[src/rtl/pipe_ctrl_if.sv]
// Handshake bundle between the pipeline registers and the hazard/stall/flush scheduler.
// The pipeline side uses modport master; pipe_ctrl uses modport slave.
interface pipe_ctrl_if #(
  parameter int ADDR_W = 32
);
  logic              jump_en_i;
  logic [ADDR_W-1:0] jump_addr_i;
  logic              load_use_i;
  logic              mdu_start_i;
  logic              mdu_done_i;
  logic              ext_hold_i;
  logic              stall_pc_o;
  logic              stall_if_id_o;
  logic              stall_id_ex_o;
  logic              flush_if_id_o;
  logic              flush_id_ex_o;
  logic              jump_o;
  logic [ADDR_W-1:0] jump_addr_o;
  logic              mdu_abort_o;
  logic [31:0]       stall_cnt_o;
  logic [31:0]       flush_cnt_o;

  modport master (
    output jump_en_i, jump_addr_i, load_use_i, mdu_start_i, mdu_done_i, ext_hold_i,
    input  stall_pc_o, stall_if_id_o, stall_id_ex_o, flush_if_id_o, flush_id_ex_o,
    input  jump_o, jump_addr_o, mdu_abort_o, stall_cnt_o, flush_cnt_o
  );

  modport slave (
    input  jump_en_i, jump_addr_i, load_use_i, mdu_start_i, mdu_done_i, ext_hold_i,
    output stall_pc_o, stall_if_id_o, stall_id_ex_o, flush_if_id_o, flush_id_ex_o,
    output jump_o, jump_addr_o, mdu_abort_o, stall_cnt_o, flush_cnt_o
  );
endinterface

[src/rtl/pipe_ctrl.sv]
// Hazard/stall/flush scheduler for the 5-stage core (jump, load-use, MDU wait, bus hold).
// Define PIPE_PERF_CNT_EN to build the stall/flush performance counters.
module pipe_ctrl #(
  parameter int ADDR_W      = 32,
  parameter int MDU_TIMEOUT = 64,
  parameter int TO_W        = 8
) (
  input logic         clk,
  input logic         rst,
  pipe_ctrl_if.slave  bus
);
  typedef enum logic [1:0] {RUN, MDU_WAIT, JMP_PEND} state_t;

  localparam logic [TO_W-1:0] LP_TO_LAST = TO_W'(MDU_TIMEOUT - 1);

  state_t            r_state, w_state_next;
  logic [TO_W-1:0]   r_cnt, w_cnt_next;
  logic [ADDR_W-1:0] r_jaddr, w_jaddr_next;
  logic              w_stall_pc, w_stall_if_id, w_stall_id_ex;
  logic              w_flush_if_id, w_flush_id_ex, w_jump, w_abort;

  always_comb begin
    w_state_next  = r_state;
    w_cnt_next    = r_cnt;
    w_jaddr_next  = r_jaddr;
    w_stall_pc    = 1'b0;
    w_stall_if_id = 1'b0;
    w_stall_id_ex = 1'b0;
    w_flush_if_id = 1'b0;
    w_flush_id_ex = 1'b0;
    w_jump        = 1'b0;
    w_abort       = 1'b0;
    case (r_state)
      RUN: begin
        if (bus.jump_en_i && !bus.ext_hold_i) begin
          w_jump        = 1'b1;
          w_flush_if_id = 1'b1;
          w_flush_id_ex = 1'b1;
        end else if (bus.jump_en_i) begin
          w_jaddr_next  = bus.jump_addr_i;
          {w_stall_pc, w_stall_if_id, w_stall_id_ex} = 3'b111;
          w_state_next  = JMP_PEND;
        end else if (bus.mdu_start_i) begin
          {w_stall_pc, w_stall_if_id, w_stall_id_ex} = 3'b111;
          w_cnt_next    = '0;
          w_state_next  = MDU_WAIT;
        end else if (bus.ext_hold_i) begin
          {w_stall_pc, w_stall_if_id, w_stall_id_ex} = 3'b111;
        end else if (bus.load_use_i) begin
          w_stall_pc    = 1'b1;
          w_stall_if_id = 1'b1;
          w_flush_id_ex = 1'b1;
        end
      end
      MDU_WAIT: begin
        {w_stall_pc, w_stall_if_id, w_stall_id_ex} = 3'b111;
        // A done pulse on the timeout cycle still counts as a normal completion.
        if (bus.mdu_done_i) begin
          w_state_next  = RUN;
        end else if (r_cnt == LP_TO_LAST) begin
          w_abort       = 1'b1;
          w_flush_id_ex = 1'b1;
          w_state_next  = RUN;
        end else begin
          w_cnt_next    = r_cnt + 1'b1;
        end
      end
      JMP_PEND: begin
        if (bus.ext_hold_i) begin
          {w_stall_pc, w_stall_if_id, w_stall_id_ex} = 3'b111;
        end else begin
          w_jump        = 1'b1;
          w_flush_if_id = 1'b1;
          w_flush_id_ex = 1'b1;
          w_state_next  = RUN;
        end
      end
      default: w_state_next = RUN;
    endcase
  end

  always_ff @(posedge clk) begin
    if (!rst) begin
      r_state <= RUN;
      r_cnt   <= '0;
      r_jaddr <= '0;
    end else begin
      r_state <= w_state_next;
      r_cnt   <= w_cnt_next;
      r_jaddr <= w_jaddr_next;
    end
  end

  // Outputs are forced low during reset; a flush always overrides a stall on the same register.
  assign bus.stall_pc_o    = rst & w_stall_pc;
  assign bus.stall_if_id_o = rst & w_stall_if_id & ~w_flush_if_id;
  assign bus.stall_id_ex_o = rst & w_stall_id_ex & ~w_flush_id_ex;
  assign bus.flush_if_id_o = rst & w_flush_if_id;
  assign bus.flush_id_ex_o = rst & w_flush_id_ex;
  assign bus.jump_o        = rst & w_jump;
  assign bus.mdu_abort_o   = rst & w_abort;
  assign bus.jump_addr_o   = !rst ? '0 : ((r_state == JMP_PEND) ? r_jaddr : bus.jump_addr_i);

`ifdef PIPE_PERF_CNT_EN
  logic [31:0] r_stall_cnt, r_flush_cnt;

  always_ff @(posedge clk) begin
    if (!rst) begin
      r_stall_cnt <= '0;
      r_flush_cnt <= '0;
    end else begin
      r_stall_cnt <= r_stall_cnt + {31'd0, bus.stall_pc_o};
      r_flush_cnt <= r_flush_cnt + {31'd0, bus.flush_id_ex_o};
    end
  end

  assign bus.stall_cnt_o = rst ? r_stall_cnt : 32'd0;
  assign bus.flush_cnt_o = rst ? r_flush_cnt : 32'd0;
`else
  assign bus.stall_cnt_o = 32'd0;
  assign bus.flush_cnt_o = 32'd0;
`endif
endmodule

[src/flat_wrapper.sv]
// flat-port wrapper written by rule: the top's interface ports become plain ports
module pipe_ctrl_flat 
#(
  parameter int ADDR_W      = 32,
  parameter int MDU_TIMEOUT = 64,
  parameter int TO_W        = 8
)
  (clk, rst, bus_jump_en_i, bus_jump_addr_i, bus_load_use_i, bus_mdu_start_i, bus_mdu_done_i, bus_ext_hold_i, bus_stall_pc_o, bus_stall_if_id_o, bus_stall_id_ex_o, bus_flush_if_id_o, bus_flush_id_ex_o, bus_jump_o, bus_jump_addr_o, bus_mdu_abort_o, bus_stall_cnt_o, bus_flush_cnt_o);
  pipe_ctrl_if #(.ADDR_W(ADDR_W)) bus_i ();
  input logic clk;
  input logic rst;
  input wire logic [$bits(bus_i.jump_en_i)-1:0] bus_jump_en_i;
  input wire logic [$bits(bus_i.jump_addr_i)-1:0] bus_jump_addr_i;
  input wire logic [$bits(bus_i.load_use_i)-1:0] bus_load_use_i;
  input wire logic [$bits(bus_i.mdu_start_i)-1:0] bus_mdu_start_i;
  input wire logic [$bits(bus_i.mdu_done_i)-1:0] bus_mdu_done_i;
  input wire logic [$bits(bus_i.ext_hold_i)-1:0] bus_ext_hold_i;
  output wire logic [$bits(bus_i.stall_pc_o)-1:0] bus_stall_pc_o;
  output wire logic [$bits(bus_i.stall_if_id_o)-1:0] bus_stall_if_id_o;
  output wire logic [$bits(bus_i.stall_id_ex_o)-1:0] bus_stall_id_ex_o;
  output wire logic [$bits(bus_i.flush_if_id_o)-1:0] bus_flush_if_id_o;
  output wire logic [$bits(bus_i.flush_id_ex_o)-1:0] bus_flush_id_ex_o;
  output wire logic [$bits(bus_i.jump_o)-1:0] bus_jump_o;
  output wire logic [$bits(bus_i.jump_addr_o)-1:0] bus_jump_addr_o;
  output wire logic [$bits(bus_i.mdu_abort_o)-1:0] bus_mdu_abort_o;
  output wire logic [$bits(bus_i.stall_cnt_o)-1:0] bus_stall_cnt_o;
  output wire logic [$bits(bus_i.flush_cnt_o)-1:0] bus_flush_cnt_o;
  assign bus_i.jump_en_i = bus_jump_en_i;
  assign bus_i.jump_addr_i = bus_jump_addr_i;
  assign bus_i.load_use_i = bus_load_use_i;
  assign bus_i.mdu_start_i = bus_mdu_start_i;
  assign bus_i.mdu_done_i = bus_mdu_done_i;
  assign bus_i.ext_hold_i = bus_ext_hold_i;
  assign bus_stall_pc_o = bus_i.stall_pc_o;
  assign bus_stall_if_id_o = bus_i.stall_if_id_o;
  assign bus_stall_id_ex_o = bus_i.stall_id_ex_o;
  assign bus_flush_if_id_o = bus_i.flush_if_id_o;
  assign bus_flush_id_ex_o = bus_i.flush_id_ex_o;
  assign bus_jump_o = bus_i.jump_o;
  assign bus_jump_addr_o = bus_i.jump_addr_o;
  assign bus_mdu_abort_o = bus_i.mdu_abort_o;
  assign bus_stall_cnt_o = bus_i.stall_cnt_o;
  assign bus_flush_cnt_o = bus_i.flush_cnt_o;
  pipe_ctrl #(.ADDR_W(ADDR_W), .MDU_TIMEOUT(MDU_TIMEOUT), .TO_W(TO_W)) u_core (.clk(clk), .rst(rst), .bus(bus_i));
endmodule
[config.mk]
export PLATFORM = sky130hd
export DESIGN_NAME = pipe_ctrl_flat
export DESIGN_NICKNAME = d
export VERILOG_FILES = /design/src/rtl/pipe_ctrl_if.sv /design/src/rtl/pipe_ctrl.sv /design/src/flat_wrapper.sv
export SDC_FILE = /design/constraint.sdc
export NUM_CORES = 1
export LEC_CHECK = 0
export ABC_AREA = 0
export CELL_PAD_IN_SITES_DETAIL_PLACEMENT = 0
export CELL_PAD_IN_SITES_GLOBAL_PLACEMENT = 2
export CORE_MARGIN = 5
export CORE_UTILIZATION = 21
export CTS_CLUSTER_DIAMETER = 150
export CTS_CLUSTER_SIZE = 12
export DETAILED_ROUTE_END_ITERATION = 6
export PLACE_DENSITY = 0.86
export SLEW_MARGIN = 30
export SYNTH_ARGS = -nofsm -noshare
export SYNTH_HDL_FRONTEND = slang
export SYNTH_SLANG_ARGS = --single-unit
[constraint.sdc]
create_clock -name clk -period 1.8 [get_ports clk]
set_input_delay 0.18 -clock clk [delete_from_list [all_inputs] [get_ports clk]]
set_output_delay 0.18 -clock clk [all_outputs]
set_load 0.01 [all_outputs]
=== After elaboration in Yosys (flattened, before gate mapping) ===
Cells that the tools add are included.
Widths: inputs -> output; s select.

* Register bits: 42
* Output and inout bits: 103
* Bits in latches: 0
* RAM bits: 0
* Memories: 0
* ROM bits: 0

* $add $sub $neg: 1
* Div/mod/pow operators: 0
* Reductions and logical operators: 7
* Multiplexer cells: 37
* $lt $le $gt $ge: 0
* Shift operators: 0
* Multiply operators: 0
* Bitwise logic cells: 10
* Equality and inequality tests: 11

{| class="wikitable"
|+ Operators by type and width
! cell !! number
|-
| $mux 32 || 2
|-
| $mux 8 || 5
|-
| $mux 1 || 18
|-
| $pmux 8 s2 || 1
|-
| $mux 2 || 6
|-
| $ne 2x2->1 const B || 6
|-
| $pmux 1 s3 || 3
|-
| $add 8x1->8 const B || 1
|-
| $eq 8x6->1 const B || 1
|-
| $and 1x1->1 || 7
|-
| $pmux 2 s3 || 1
|-
| $reduce_and 6->1 || 1
|-
| $reduce_and 4->1 || 1
|-
| $ne 3x2->1 const B || 1
|-
| $ne 3x3->1 const B || 1
|-
| $not 1->1 || 3
|-
| $reduce_and 3->1 || 1
|-
| $eq 2x1->1 const B || 1
|-
| $eq 2x2->1 const B || 1
|-
| $logic_not 2->1 || 1
|-
| $pmux 1 s2 || 1
|-
| $reduce_bool 2->1 || 1
|-
| $logic_and 1x1->1 || 1
|-
| $logic_not 1->1 || 1
|}

=== Longest topological paths before layout ===
Gate-level depths: netlist of the first run.

* Word-level depth: 8
* Mapped depth: 6
* Depth with buffers taken out: 5

=== Worst setup path before layout of the first run ===
No wires, ideal clock.

* Kind: flip-flop to output port
* Start: reg u_core.r_cnt[0]
* End: out bus_flush_id_ex_o
* Stages on the path, launching flop included: 7
* Path slack: 0.346 ns
* Arrival time: 1.274 ns
* Cell sequence: dfxtp_1 -> ha_1 -> and3_1 -> buf_2 -> nand2_1 -> o32ai_1 -> and3_1

* Word-level cells in the longest chain between the ends: 5

{| class="wikitable"
|+ Ends and longest elaborated chain
! element !! RTL line !! RTL
|-
| start, declared || pipe_ctrl.sv:17 || <nowiki>logic [TO_W-1:0] r_cnt, w_cnt_next;</nowiki>
|-
| start signal, assigned || pipe_ctrl.sv:89 || <nowiki>r_cnt <= w_cnt_next;</nowiki>
|-
| $eq 8x6->1 || pipe_ctrl.sv:60 || <nowiki>end else if (r_cnt == LP_TO_LAST) begin</nowiki>
|-
| $mux 1 || pipe_ctrl.sv:60 ||
|-
| $mux 1 || pipe_ctrl.sv:58 || <nowiki>if (bus.mdu_done_i) begin</nowiki>
|-
| $pmux 1 s3 || pipe_ctrl.sv:33 || <nowiki>case (r_state)</nowiki>
|-
| $and 1x1->1 || pipe_ctrl.sv:99 || <nowiki>assign bus.flush_id_ex_o = rst & w_flush_id_ex;</nowiki>
|-
| end, declared || flat_wrapper.sv:22 || <nowiki>output wire logic [$bits(bus_i.flush_id_ex_o)-1:0] bus_flush_id_ex_o;</nowiki>
|}

Every way passes these cells.

=== Worst setup path after layout of the first run ===
* Start: in bus_jump_en_i
* End: out bus_flush_if_id_o

* Word-level cells in the longest chain between the ends: 4

{| class="wikitable"
|+ Ends and longest elaborated chain
! element !! RTL line !! RTL
|-
| start, declared || flat_wrapper.sv:12 || <nowiki>input wire logic [$bits(bus_i.jump_en_i)-1:0] bus_jump_en_i;</nowiki>
|-
| $logic_and 1x1->1 || pipe_ctrl.sv:35 || <nowiki>if (bus.jump_en_i && !bus.ext_hold_i) begin</nowiki>
|-
| $mux 1 || pipe_ctrl.sv:35 ||
|-
| $pmux 1 s2 || pipe_ctrl.sv:33 ||
|-
| $and 1x1->1 || pipe_ctrl.sv:98 || <nowiki>assign bus.flush_if_id_o = rst & w_flush_if_id;</nowiki>
|-
| end, declared || flat_wrapper.sv:21 || <nowiki>output wire logic [$bits(bus_i.flush_if_id_o)-1:0] bus_flush_if_id_o;</nowiki>
|}

Every way passes these cells.

==> run summary, run 1 <==
The flow ran to the end, and the final reports show no timing, DRC or antenna violations. Port buffering added 77 buffers. The post-synthesis instance area came out at 0.00288 mm2. Wires add up to 7.90 mm.

The worst setup path endpoint is bus_flush_if_id_o. For the total number of nets in the final design, the log shows 536. The synthesized design spends more area on one cell type than any other, namely dfxtp_1. Fraction of post-synthesis cell area in the top cell type by area: 29.2%. In this run the critical register-to-register path is captured at u_core.r_cnt[4].

After synthesis, flip-flops and latches occupy 29.2% of the total area. Of the total synthesized cell area, the portion taken by AND, OR, NAND and NOR gates is 26.0%. The number of global-route vias before repair came out at 2511. The logs give 0 for the remaining design rule violation count and 2 for the number of buffers between clock root and the deepest sink.

Max-cap violations in this run came to 0. The unique cell type count in the Yosys netlist was 37; the setup total negative slack was 0 ps. For the utilization of the core after routing, the log shows 29.0%.

The die covers 0.0162 mm2. For the HPWL after detailed placement, the log shows 6.22 mm. CTS built an H-tree with a depth of 2. The number of sinks on the clock net came out at 42. By area the synthesized netlist is led by dfxtp_1, nand2_1, buf_4.

First element of the critical path: bus_jump_en_i. Source-to-sink clock delay at the later pin of the worst-skew pair: 280 ps. The tools report the number of antenna-violating nets in the routed design as 0. The leading register cell type out of synthesis is dfxtp_1.

Clock-pin slew was measured on the worst setup and hold paths at 60 ps. The start-to-end type of the worst setup path was input port to primary output. In the finished design, the share of the clock period the worst path needs comes to 95.4%.

Once the floorplan was initialized, standard cells occupied 21.6% of the core. The startpoint identified for the worst register-to-register timing path is u_core.r_state[1]. IR analysis of the VDD net gives a maximum drop of 0.307 mV.

For this design the static power due to leakage is 1.70 nW. The kind of capture point of the worst setup path is a primary output. The count of cells in the finished layout, fillers not included, comes to 673. In this run the count of I/O pins placed on the die edge is 142. The first global-routing pass estimated 12.5 mm of wire.

The total count of hold-check failures in the final report is 0, and the XOR/XNOR share of the synthesized area is 0%. Setup repair after global routing could not meet its margin everywhere. The number of detailed-routing iterations run before antenna repair was 5; the worst path arrival time was 1540 ps. TritonCTS built the clock tree. The logs give 9.15% for the overall global routing resource usage and 2685 for the total vias in the final route.

In the final routing, the length of wire on met1 measures 3.27 mm. The overall die height came out at 127 um. After synthesis, the share of flip-flops with an asynchronous set or reset is 0%.

The element type at the critical path start is an input port. Clock tree synthesis selected as its root buffer the cell clkbuf_16. Fraction of synthesized area in multiplexers: 0.347%. Each instance of the synthesized netlist takes up on average 7.21 um2.

Across the routed clock network, the largest skew measured is 3.81 ps. Static timing analysis puts the maximum clock frequency at 0.582 GHz. The run gives 400 as the post-synthesis cell count. Of all nets on the critical path, the largest fanout is 4. In this run the top signal layer used is met4. After detailed routing, the average wire length per cell comes to 11.7 um. The total overflow left after global routing is 0. In this run the horizontal extent of the chip is 127 um. The routed design could run at a clock period as short as 1720 ps.

The worst hold-check path type is input port to flop. In this run, placement finished with an instance count of 664. The synthesized netlist devotes 22.5% of its cell area to compound gates.

The tools report the number of warnings reported in the yosys synthesis log as 0. 0 antenna diodes ended up in the layout. Number of vias per cell: 3.99. The length of routed met3 wiring was 527 um; the area of the core was 0.0133 mm2. The worst path required time is 1620 ps, and the clock buffer count from CTS is 5. The logs give 0.840 for the routability congestion estimate from global placement and 0 for the initial antenna violation count. In this run the power density over the cells is 632 mW/mm2. The length in cells of the worst reg-to-reg path is 6. The count of fill cells added during filler insertion is 1488, and the sum of internal, switching and leakage power is 2.44 mW. Summing the areas of all fa, ha and maj instances in the mapped netlist gives 0.434% of the synthesized area. Compared with the post-synthesis result, the final layout area differs by 34.2%. Row generation in the floorplan step produced 42 rows. The detailed route wirelength on metal2 is 4.06 mm.

Entering global routing, the biggest net connects 47 pins. The synthesized design contains 0 enable-type register cells. The synthesized design contains 42 register bits.

In this run, the number of DRC markers left after iteration 0 of detailed routing was 92. The logs give 0 for the final setup violation count and 260 ps for the register-to-register setup slack. Of the cells placed in the final design, the portion with a size suffix greater than 1 is 19.7%.

The final max-slew violation count was 0. The main combinational cell family by area after synthesis was simple AND/OR/NAND/NOR gates.
==> layout make-up <==
type                    count  area, um2  share of cell area, %
multi-input cells         327       1710                   44.1
repair buffers            116        937                   24.2
flip-flops and latches     42        848                   21.9
well taps                 176        220                   5.69
clock buffers               6        129                   3.33
inverters                   4       15.0                  0.388
clock inverters             2       13.8                  0.356
==> synthesized netlist by cell type, drive strengths merged, types with 2 or more instances <==
master,count
nor2,6
nand4,2
dfxtp,42
a21oi,8
nor2b,3
o21a,3
clkbuf,13
and3,6
and4,3
nand3,8
nand2,135
buf,77
inv,4
nand2b,3
o21ai,4
a21boi,65
==> metal layers <==
metal | track usage [%] | vias up
li1 | - | 1374
met1 | 11.0 | 1240
met2 | 16.3 | 67
met3 | 2.63 | 4
met4 | 1.89 | 0
met5 | 0 | -
==> worst max-delay path, cell delays in order <==
cell and delay (ps):
clkdlybuf4s50_1 500, nor2_1 60, buf_4 140, nor4b_1 240
buf_4 160, dlygate4sd2_1 260
==> worst min path at each step <==
stage / startpoint / to / slack (ps) / cells after the start
after floorplan: bus_jump_addr_i[0] / u_core.r_jaddr[0] / 310 / 2
after global routing: rst / u_core.r_state[1] / 280 / 2
after global placement: u_core.r_jaddr[25] / u_core.r_jaddr[25] / 440 / 2
final: rst / u_core.r_state[1] / 270 / 2
after CTS: rst / u_core.r_state[1] / 260 / 2
after detailed placement: u_core.r_jaddr[30] / u_core.r_jaddr[30] / 450 / 2
==> stage by stage <==
step / hold slack (ps) / cell area (um2) / setup slack, ps
after floorplan: 315 / 3120 / 346
after global placement: 444 / 3830 / -385
after detailed placement: 447 / 3830 / -379
after CTS: 262 / 3920 / 0.913
after global routing: 275 / 3870 / -1.83
final: 274 / 3870 / 82.7
==> cells by family (layout without fill, tap and decap cells) <==
group | count (synthesis) | count (layout)
muxes | 1 | 1
buffers and inverters | 94 | 128
DFF | 42 | 42
adders and majority gates | 1 | 1
other | 1 | 64
and+or+nand+nor | 173 | 173
AOI/OAI and AO/OA | 88 | 88
==> timing repair <==
item | CTS | global route
setup buffers | 2 | 0
setup endpoints to repair | 39 | 36
hold buffers | 0 | 0
gates resized for setup | 121 | 51
pin swaps | 1 | 3
cloned | 1 | 0
==> state kept, by name (all words and copies together) (netlist names) <==
name	flops
u_core.r_cnt	8
u_core.r_jaddr	32
u_core.r_state	2
==> layout by cell type, fill, tap and decap left out, drive strengths merged <==
cell type,netlist,layout
clkbuf,13,21
dlygate4sd2,0,3
buf,77,60
conb,1,64
nand4bb,1,1
a41o,1,1
a21o,1,1
nand4,2,2
a22oi,1,1
or3b,1,1
a21oi,8,8
o21bai,1,1
ha,1,1
nor4b,1,1
and2b,1,1
o311ai,1,1
o32ai,1,1
mux2i,1,1
dfxtp,42,42
nand2b,3,3
a21boi,65,65
o31ai,1,1
and4bb,1,1
dlygate4sd1,0,1
and4,3,3
nor4,1,1
o21a,3,3
nand2,135,135
clkdlybuf4s50,0,37
o31a,1,1
nand3,8,8
nor4bb,1,1
nor2b,3,3
o21ai,4,4
clkinv,0,2
nor2,6,6
and3,6,6
inv,4,4
==> power breakdown <==
group	switching, mW	internal, mW	leakage (nW)
Sequential	0.0223	0.971	0.344
Clock	0.362	0.514	0.0708
Combinational	0.314	0.261	1.29
Total	0.698	1.75	1.70
No activity file was read; power rests on OpenSTA's default activity.
==> run 2, diff against run 1 <==
Settings changed: CTS_BUF_LIST from default to sky130_fd_sc_hd__clkbuf_4 sky130_fd_sc_hd__clkbuf_8.
==> run 2 against run 1 <==
First-iteration DRC count grew 3.3%; maximum frequency shrank 2.4%; critical endpoint unchanged; clock skew grew 1.1 ps; utilization is essentially flat; combinational power grew 3.5%.
==> run summary, run 2 (synthesis gave the netlist of run 1 again) <==
The run gives 0 (unchanged) as the final setup violation count. The tools report the total number of nets in the final design as 538 (was 536). The tools report the leakage dissipation as 1.71 nW (was 1.70 nW). The total vias in the final route is 2704 (was 2685), and the share of total power consumed by net switching is 30.5% (was 28.6%). The flip-flop count of the largest register after layout came out at 32 (unchanged). The count of fill cells added during filler insertion came out at 1489 (was 1488). The run gives 0.569 GHz (was 0.582 GHz) as the maximum clock frequency. The met1 track demand over resource was 11.0% (about the same); the worst path required time was 1620 ps (about the same). Reg-to-reg endpoint: u_core.r_cnt[4] (unchanged).

The fraction of layout instances using a drive strength above 1 is 21.4% (was 19.7%), and the number of sinks on the clock net is 42 (unchanged). The logs give 2513 (was 2511) for the number of global-route vias before repair and 0.00172 mm2 (was 0.00171 mm2) for the multi-input combinational cell area. The global routing's busiest layer is met2 (unchanged). Share of total power in combinational logic: 27.0% (was 23.5%). The overall die height is 127 um (unchanged), and the area of the core is 0.0133 mm2 (unchanged).

The number of detailed-routing iterations run before antenna repair was 4 (was 5); the wire length after detailed routing was 8.07 mm (was 7.90 mm). The routability congestion estimate from global placement is 0.840 (unchanged). The initial core utilization came out at 21.6% (unchanged). The met3 track utilization from global routing is 2.46% (was 2.63%), and the initial antenna violation count is 0 (unchanged). The sequential share of power came out at 45.0% (was 40.6%). The tools report the source-to-sink clock delay at the later pin of the worst-skew pair as 290 ps (was 280 ps).

The tools report the root buffer selected by CTS as clkbuf_8 (was clkbuf_16). The tools report the wire length of the first global-routing pass as 12.4 mm (was 12.5 mm). The most common cell after layout, fill and taps aside was nand2_1 (unchanged).

Commonest cells after routing, fill and taps aside: nand2_1, conb_1, dfxtp_1 (was nand2_1, conb_1, a21boi_0). The logs give 2 (unchanged) for the number of buffers between clock root and the deepest sink and 0 (unchanged) for the count of antenna diodes in the layout. The run gives 674 uW (was 698 uW) as the switching power.

TritonCTS built the clock tree. The total count of hold-check failures in the final report was 0 (unchanged). Regs by FF count: u_core.r_jaddr x32, u_core.r_cnt x8, u_core.r_state x2 (unchanged). The run gives 0 (unchanged) as the total overflow reported by the global router. The deepest level of the CTS H-tree is 2 (unchanged). Worst hold-check path type: input port to flop (unchanged).

The first element of the critical path is u_core.r_state[1] (was bus_jump_en_i). The clock edge transition at the registers on the reported setup and hold paths was 80 ps (was 60 ps). The count of input and output buffers is 77 (unchanged), and the post-route fraction of the period consumed by the critical path is 97.7% (was 95.4%).

The tools report the utilization of the core after routing as 29.0% (about the same). Element type at the critical path start: a flop (was an input port). The largest register by flop count is u_core.r_jaddr (unchanged). The register-to-register setup slack is 250 ps (was 260 ps), and the HPWL after detailed placement is 6.22 mm (unchanged). The part of the power in the clock network is 28.1% (was 35.9%), and the sequential standard cell area is 851 um2 (was 848 um2). The fraction of met2 tracks used by global routing is 16.2% (was 16.3%).

Worst path arrival time: 1580 ps (was 1540 ps). Setup repair after global routing could not meet its margin everywhere. The setup skew after layout is 4.94 ps (was 3.81 ps), and the length in cells of the worst reg-to-reg path is 6 (unchanged).

The worst setup path endpoint is bus_flush_if_id_o (unchanged). The run gives 0.0162 mm2 (unchanged) as the area of the die. The number of antenna-violating nets in the routed design is 0 (unchanged). The start-to-end type of the worst setup path was flop to primary output (was input port to primary output).

The largest fanout on the critical path was 6 (was 4); the remaining design rule violation count was 0 (unchanged). The flow ran to the end, and the final reports show no timing, DRC or antenna violations. The maximum number of pins on one net before global-route repair is 47 (unchanged). The tools report the sum of internal, switching and leakage power as 2.21 mW (was 2.44 mW). Power density relative to cell area: 569 mW/mm2 (was 632 mW/mm2).

The number of vias per cell came out at 4.01 (was 3.99). The die extent in x is 127 um (unchanged). Clock buffer count from CTS: 5 (unchanged). Routed wire length per instance: 12.0 um (was 11.7 um).

The tools report the number of design-rule violations left by the first detailed-router iteration as 95 (was 92). The tools report the maximum vdd drop as 0.229 mV (was 0.307 mV). The number of max-cap violations is 0 (unchanged), and the internal power summed over all cells is 1.53 mW (was 1.75 mW).

The final max-slew violation count was 0 (unchanged); the area growth from synthesis to layout was 34.3% (was 34.2%). The kind of capture point of the worst setup path is a primary output (unchanged). The tools report the overall global routing resource usage as 9.10% (was 9.15%). The tools report the start of the worst register-to-register path as u_core.r_state[1] (unchanged). The floorplan row count was 42 (unchanged); the top-level port count was 142 (unchanged). The time the worst path needs with I/O delays and setup works out to 1760 ps (was 1720 ps).
-- run 2: cell count changes in the layout (fill, tap and decap cells not counted), moves of 2 or more --
cell,delta
a21boi_0,-7
a21boi_1,+6
buf_2,+6
clkbuf_16,-4
clkbuf_2,-5
clkbuf_8,+5
nand2_1,-2
nand2_2,+2
-- run 2: worst max-delay path, stage by stage (launching register included) --
cell	delay (ps)
dfxtp_4	400
nor2_1	70
buf_4	150
nor4b_1	260
buf_4	160
dlygate4sd2_1	260
-- run 2: what timing repair did --
item | in CTS | in global routing
setup endpoints to repair | 39 | 39
cloned | 1 | 1
hold buffers | 0 | 0
buffers inserted | 2 | 1
gates resized for setup | 141 | 52
pin swaps | 1 | 4
-- run 2: layout make-up --
cell class	instances	area share [%]
Clock buffer	6	1.97
Clock inverter	2	0.355
Inverter	4	0.388
Multi-Input combinational cell	327	44.5
Sequential cell	42	22.0
Tap cell	176	5.68
Timing Repair Buffer	118	25.1
-- run 2: stage by stage --
step                      setup TNS (ps)  hold slack [ps]  cell area (um2)  std cells  worst slack, ps
after floorplan                        0              315             3120        463              346
after global placement             -3500              444             3830        664             -385
after detailed placement           -4940              447             3830        664             -379
after CTS                              0              240             3880        675           0.0361
after global routing                -113              255             3870        675            -28.2
final                                  0              264             3870        675             41.0
-- run 2: metal layers --
layer / part of all wire (%) / vias up
li1: - / 1375
met1: 42 / 1259
met2: 51 / 66
met3: 6.4 / 4
met4: 0.62 / 0
met5: 0 / -
-- run 2: how the worst min path moves through the flow --
stage / startpoint / end / cells past startpoint
after floorplan: bus_jump_addr_i[0] / u_core.r_jaddr[0] / 2
after global placement: u_core.r_jaddr[25] / u_core.r_jaddr[25] / 2
after detailed placement: u_core.r_jaddr[30] / u_core.r_jaddr[30] / 2
after CTS: rst / u_core.r_state[1] / 2
after global routing: rst / u_core.r_state[1] / 2
final: rst / u_core.r_state[1] / 2
-- run 2: power groups by stage --
stage | Combinational, mW | Clock (mW) | Sequential (mW)
floorplan | 0.403 | 0 | 1.01
global placement | 0.605 | 0 | 1.01
detailed placement | 0.611 | 0 | 1.01
CTS | 0.588 | 0.672 | 0.992
global route | 0.663 | 0.705 | 0.998
finish | 0.595 | 0.619 | 0.992
